File: src/rtl/fetch_unit.sv
`default_nettype none
// ============================================================================
//  Module      : fetch_unit
//  Description : Instruction fetch stage with a DEPTH-entry in-order buffer,
//                valid/ready request channel and valid-only response channel.
//  Revision    : 1.0  initial release
// ============================================================================
module fetch_unit #(
    parameter logic [31:0] RESET_PC = 32'h0000_0000,
    parameter int          DEPTH    = 2
) (
    input  logic        clk,
    input  logic        reset,
    input  logic        stall,
    input  logic        redirect_valid,
    input  logic [31:0] redirect_pc,
    output logic        imem_req_valid,
    input  logic        imem_req_ready,
    output logic [31:0] imem_req_addr,
    input  logic        imem_resp_valid,
    input  logic [31:0] imem_resp_data,
    output logic [31:0] if_pc,
    output logic [31:0] if_instruction,
    output logic        if_valid
);

    localparam int PTR_W = $clog2(DEPTH);
    localparam int CNT_W = PTR_W + 1;

    logic [31:0]      r_fetch_pc;
    logic [PTR_W-1:0] r_head;
    logic [PTR_W-1:0] r_tail;
    logic [CNT_W-1:0] r_occ;
    logic [CNT_W-1:0] r_pending;
    logic [CNT_W-1:0] r_drop_cnt;
    logic             r_started;
    logic [31:0]      r_pc    [DEPTH];
    logic [31:0]      r_instr [DEPTH];
    logic [DEPTH-1:0] r_filled;

    logic [CNT_W:0]   w_inflight;
    logic             w_accept;
    logic             w_pop;
    logic             w_drop;
    logic             w_fill;
    logic [PTR_W-1:0] w_fill_idx;
    logic [31:0]      w_redirect_pc;

    assign w_redirect_pc  = redirect_pc & ~32'h0000_0003;
    assign w_inflight     = {1'b0, r_occ} + {1'b0, r_drop_cnt};

    // Issue waits one clock after reset so requests start on a clean edge.
    assign imem_req_valid = r_started && !redirect_valid
                            && (w_inflight < (CNT_W + 1)'(DEPTH));
    assign imem_req_addr  = r_fetch_pc;
    assign w_accept       = imem_req_valid && imem_req_ready;

    assign if_valid       = r_filled[r_head] && !redirect_valid;
    assign if_pc          = (r_occ != '0) ? r_pc[r_head]    : 32'h0;
    assign if_instruction = (r_occ != '0) ? r_instr[r_head] : 32'h0;
    assign w_pop          = if_valid && !stall;

    // Filled entries are always contiguous from the head, so the oldest
    // unfilled slot sits just past them.
    assign w_fill_idx     = r_head + PTR_W'(r_occ - r_pending);
    assign w_drop         = imem_resp_valid && (r_drop_cnt != '0);
    assign w_fill         = imem_resp_valid && (r_drop_cnt == '0) && (r_pending != '0);

    always_ff @(posedge clk or posedge reset) begin
        if (reset) begin
            r_fetch_pc <= RESET_PC;
            r_head     <= '0;
            r_tail     <= '0;
            r_occ      <= '0;
            r_pending  <= '0;
            r_drop_cnt <= '0;
            r_started  <= 1'b0;
            r_filled   <= '0;
            for (int i = 0; i < DEPTH; i++) begin
                r_pc[i]    <= 32'h0;
                r_instr[i] <= 32'h0;
            end
        end else begin
            r_started <= 1'b1;
            if (redirect_valid) begin
                // Every outstanding request still owes a response; a response
                // arriving now settles one of them.
                r_drop_cnt <= r_drop_cnt + r_pending - CNT_W'(imem_resp_valid);
                r_head     <= '0;
                r_tail     <= '0;
                r_occ      <= '0;
                r_pending  <= '0;
                r_filled   <= '0;
                r_fetch_pc <= w_redirect_pc;
            end else begin
                if (w_accept) begin
                    r_pc[r_tail]    <= r_fetch_pc;
                    r_instr[r_tail] <= 32'h0;
                    r_tail          <= r_tail + PTR_W'(1);
                    r_fetch_pc      <= r_fetch_pc + 32'd4;
                end
                if (w_drop) begin
                    r_drop_cnt <= r_drop_cnt - CNT_W'(1);
                end
                if (w_fill) begin
                    r_instr[w_fill_idx]  <= imem_resp_data;
                    r_filled[w_fill_idx] <= 1'b1;
                end
                if (w_pop) begin
                    r_filled[r_head] <= 1'b0;
                    r_head           <= r_head + PTR_W'(1);
                end
                r_occ     <= r_occ + CNT_W'(w_accept) - CNT_W'(w_pop);
                r_pending <= r_pending + CNT_W'(w_accept) - CNT_W'(w_fill);
            end
        end
    end

endmodule
`default_nettype wire

File: config.mk
export PLATFORM = sky130hd
export DESIGN_NAME = fetch_unit
export DESIGN_NICKNAME = d
export VERILOG_FILES = /design/src/rtl/fetch_unit.sv
export SDC_FILE = /design/constraint.sdc
export NUM_CORES = 1
export LEC_CHECK = 0
export ABC_AREA = 1
export ABC_CLOCK_PERIOD_IN_PS = 6100
export CORE_UTILIZATION = 40
export DETAILED_ROUTE_END_ITERATION = 10
export GPL_TIMING_DRIVEN = 0
export PLACE_DENSITY = 0.7
export REMOVE_ABC_BUFFERS = 1
export SLEW_MARGIN = 20
export SYNTH_ARGS = -nofsm -noshare
export SYNTH_HDL_FRONTEND = slang
export SYNTH_SLANG_ARGS = --single-unit
File: constraint.sdc
create_clock -name clk -period 6.1 [get_ports clk]
set_clock_uncertainty 0.05 [all_clocks]
set_input_delay 0.915 -clock clk [delete_from_list [all_inputs] [get_ports clk]]
set_output_delay 0.915 -clock clk [all_outputs]
set_load 0.02 [all_outputs]
==> flow_summary.json <==
{
  "reg2reg_from": "r_occ[0]",
  "drv_cap": 0,
  "grt_pass1_wl_mm": 37.7,
  "async_flop_share": 1.00,
  "cts_root_buf": "clkbuf_16",
  "diodes": 0,
  "syn_area_um2": 8690,
  "drive_above_1_share": 0.0798,
  "area.sequential_um2": 4130,
  "pwr_density_cell_nw_per_um2": 338,
  "setup_ws_ps": 2160,
  "crit_fanout": 50,
  "drc": 0,
  "cts_hold_buf": 0,
  "grt_usage": 0.216,
  "cts_tree": "done",
  "cts.sink_count": 165,
  "gr-total-overflow": 0,
  "ys_top_cells_by_area": "dfrtp_1 (47%), nand2_1 (18%), inv_1 (4.7%)",
  "synth_top_area_frac": 0.475,
  "die-area_um2": 22300,
  "chipWidth_um": 149,
  "clockBufferDepth": 2,
  "place_area_um2": 10400,
  "p_leak_nw": 5.17,
  "cts_setup_buffers": 0,
  "cp-end-kind": "output port",
  "multi_input_area_um2": 3770,
  "crit_required_ps": 5130,
  "crit_path_end": "if_instruction[26]",
  "synth-warning-count": 0,
  "synth.avg_cell_area_um2": 7.75,
  "grt_pass1_vias": 7308,
  "drt_first_pass_iters": 5,
  "max_slew_margin": 0.289,
  "startpoint_type": "register",
  "core_um2": 21200,
  "power_frac_seq": 0.423,
  "combPwrFrac": 0.258,
  "intPower_mw": 2.55,
  "p_sw_frac": 0.318,
  "hold_violations": 0,
  "port_buffers": 161,
  "finalCritPeriodShare": 0.647,
  "antenna_found_initial": 0,
  "setup_viol": 0,
  "yosysMostFrequentCell": "nand2_1",
  "ctsResizeCount": 0,
  "num_rows": 53,
  "reg2reg_depth": 11,
  "critical_path_class": "reg -> out",
  "gp_congestion": 0.906,
  "cts_buffers": 17,
  "final_util": 0.524,
  "fin_area_um2": 11100,
  "synth_cell_type_count": 38,
  "rrSetupSlack_ps": 2300,
  "cts_max_level": 4,
  "synth_common_cells": "nand2_1 (428), dfrtp_1 (165), inv_1 (108), nor2_1 (88), o21ai_0 (64)",
  "area_growth_syn_to_layout_pct": 27.5,
  "vias_per_cell": 4.94,
  "rsz0062_at_grt": "no",
  "outcome": "completed",
  "clk_latency_ps": 420,
  "irDropWorstVdd_v": 0.000188,
  "die_h_um": 149,
  "finalMaxSlewViolations": 0,
  "io_pins": 168,
  "ys.flop_type": "dfrtp_1",
  "dp_hpwl_mm": 15.4,
  "ys_seq_area_frac": 0.475,
  "start_util": 0.411,
  "min_period_ps": 3940,
  "syn_inst": 1122,
  "grt_max_degree": 85,
  "hp-class": "reg -> reg",
  "hold-worst-slack_ps": 423,
  "tightest_slew_ps": 1060,
  "fmax_mhz": 254,
  "vias": 7612,
  "fillCellCount": 1993,
  "p_sw_mw": 1.19,
  "cp.arrival_ps": 2980,
  "wl_mm": 23.1,
  "postRouteAntennaNets": 0,
  "worstSetupStartpoint": "r_head",
  "synth-edff-count": 0,
  "finalPower_mw": 3.74,
  "drtIter0Drc": 462,
  "wire_per_inst_um": 15.0,
  "synth_seq_cells": 165,
  "r2r-end": "r_instr[7]",
  "fin_nets": 1332,
  "place_ws_ps": 2050,
  "clkPwrFrac": 0.319,
  "clk_pin_slew_ps": 60,
  "yosysTopAreaCell": "dfrtp_1"
}
worst max-delay path: stages, from the launching register on:
cell             delay, ps
dfrtp_2                880
inv_4                  440
buf_12                 310
a211oi_1               250
clkdlybuf4s50_1        650
stage by stage:
step / setup TNS, ps / instances
6_report: 0 / 1541
5_1_grt: 0 / 1541
4_1_cts: 0 / 1541
3_5_place_dp: 0 / 1509
3_3_place_gp: -303820 / 1503
2_1_floorplan: 0 / 1067
worst min-delay path by stage:
stage	from	endpoint	cells past startpoint
global placement	r_instr[5]	r_instr[5]	2
CTS	r_instr[4]	r_instr[4]	2
detailed placement	r_instr[12]	r_instr[12]	2
finish	r_instr[14]	r_instr[14]	2
floorplan	r_instr[0]	r_instr[0]	2
global route	r_instr[15]	r_instr[15]	2
power groups by stage:
stage	clock (mW)	combinational [mW]	sequential, mW
finish	1.19	0.966	1.58
global route	1.26	1.09	1.62
CTS	1.22	0.979	1.58
detailed placement	0	0.973	1.60
global placement	0	0.927	1.59
floorplan	0	0.613	1.59
routing by layer:
layer  vias to the layer above  GRT usage  routed length [µm]
met4                         0     0.0480                 248
li1                       3788          -                   -
met5                         -          0                   0
met1                      3565      0.291               10500
met3                        23     0.0500                1670
met2                       236      0.353               10800
registers in the layout (all words and copies together), names as in the netlist:
name,count
imem_req_addr,30
r_drop_cnt,2
r_filled,2
r_head,1
r_instr,64
r_occ,2
r_pc,60
r_pending,2
r_started,1
r_tail,1
cells by family after synthesis:
logic type,after synthesis,share of synthesized area
AO/OA/AOI/OAI,201,0.147
XOR/XNOR,12,0.0121
adder cells (fa/ha/maj),9,0.0138
buffers and inverters,170,0.0937
flip-flops,165,0.475
other,2,0.000864
AND/OR/NAND/NOR,563,0.257
layout by cell type, fill, tap and decap left out, types with 3 or more instances in the layout:
| cell | Yosys | layout |
|---|---|---|
| a22oi_1 | 3 | 3 |
| nor3_1 | 8 | 8 |
| nand3_1 | 21 | 21 |
| o21ai_1 | 16 | 16 |
| buf_16 | 0 | 4 |
| nand2_1 | 428 | 428 |
| nor2_1 | 88 | 87 |
| bufinv_16 | 0 | 5 |
| o211ai_1 | 7 | 7 |
| o21ai_2 | 44 | 44 |
| clkbuf_16 | 0 | 17 |
| ha_1 | 8 | 8 |
| inv_1 | 108 | 107 |
| nand2_2 | 5 | 5 |
| conb_1 | 2 | 5 |
| xor2_1 | 9 | 9 |
| dfrtp_1 | 165 | 164 |
| a211oi_1 | 32 | 32 |
| a21oi_1 | 34 | 34 |
| clkinvlp_4 | 0 | 3 |
| clkdlybuf4s50_1 | 0 | 160 |
| o21ai_0 | 64 | 64 |
| clkbuf_1 | 22 | 3 |
| xnor2_1 | 3 | 3 |
| nor2_2 | 4 | 3 |
final cells by class:
| class | count | share of cell area |
|---|---|---|
| inverters | 112 | 0.0395 |
| multi-input cells | 790 | 0.340 |
| well taps | 275 | 0.0310 |
| clock buffers | 21 | 0.0406 |
| repair buffers | 167 | 0.158 |
| flip-flops and latches | 165 | 0.373 |
| clock inverters | 11 | 0.0179 |
No activity file was read; power rests on OpenSTA's default activity.
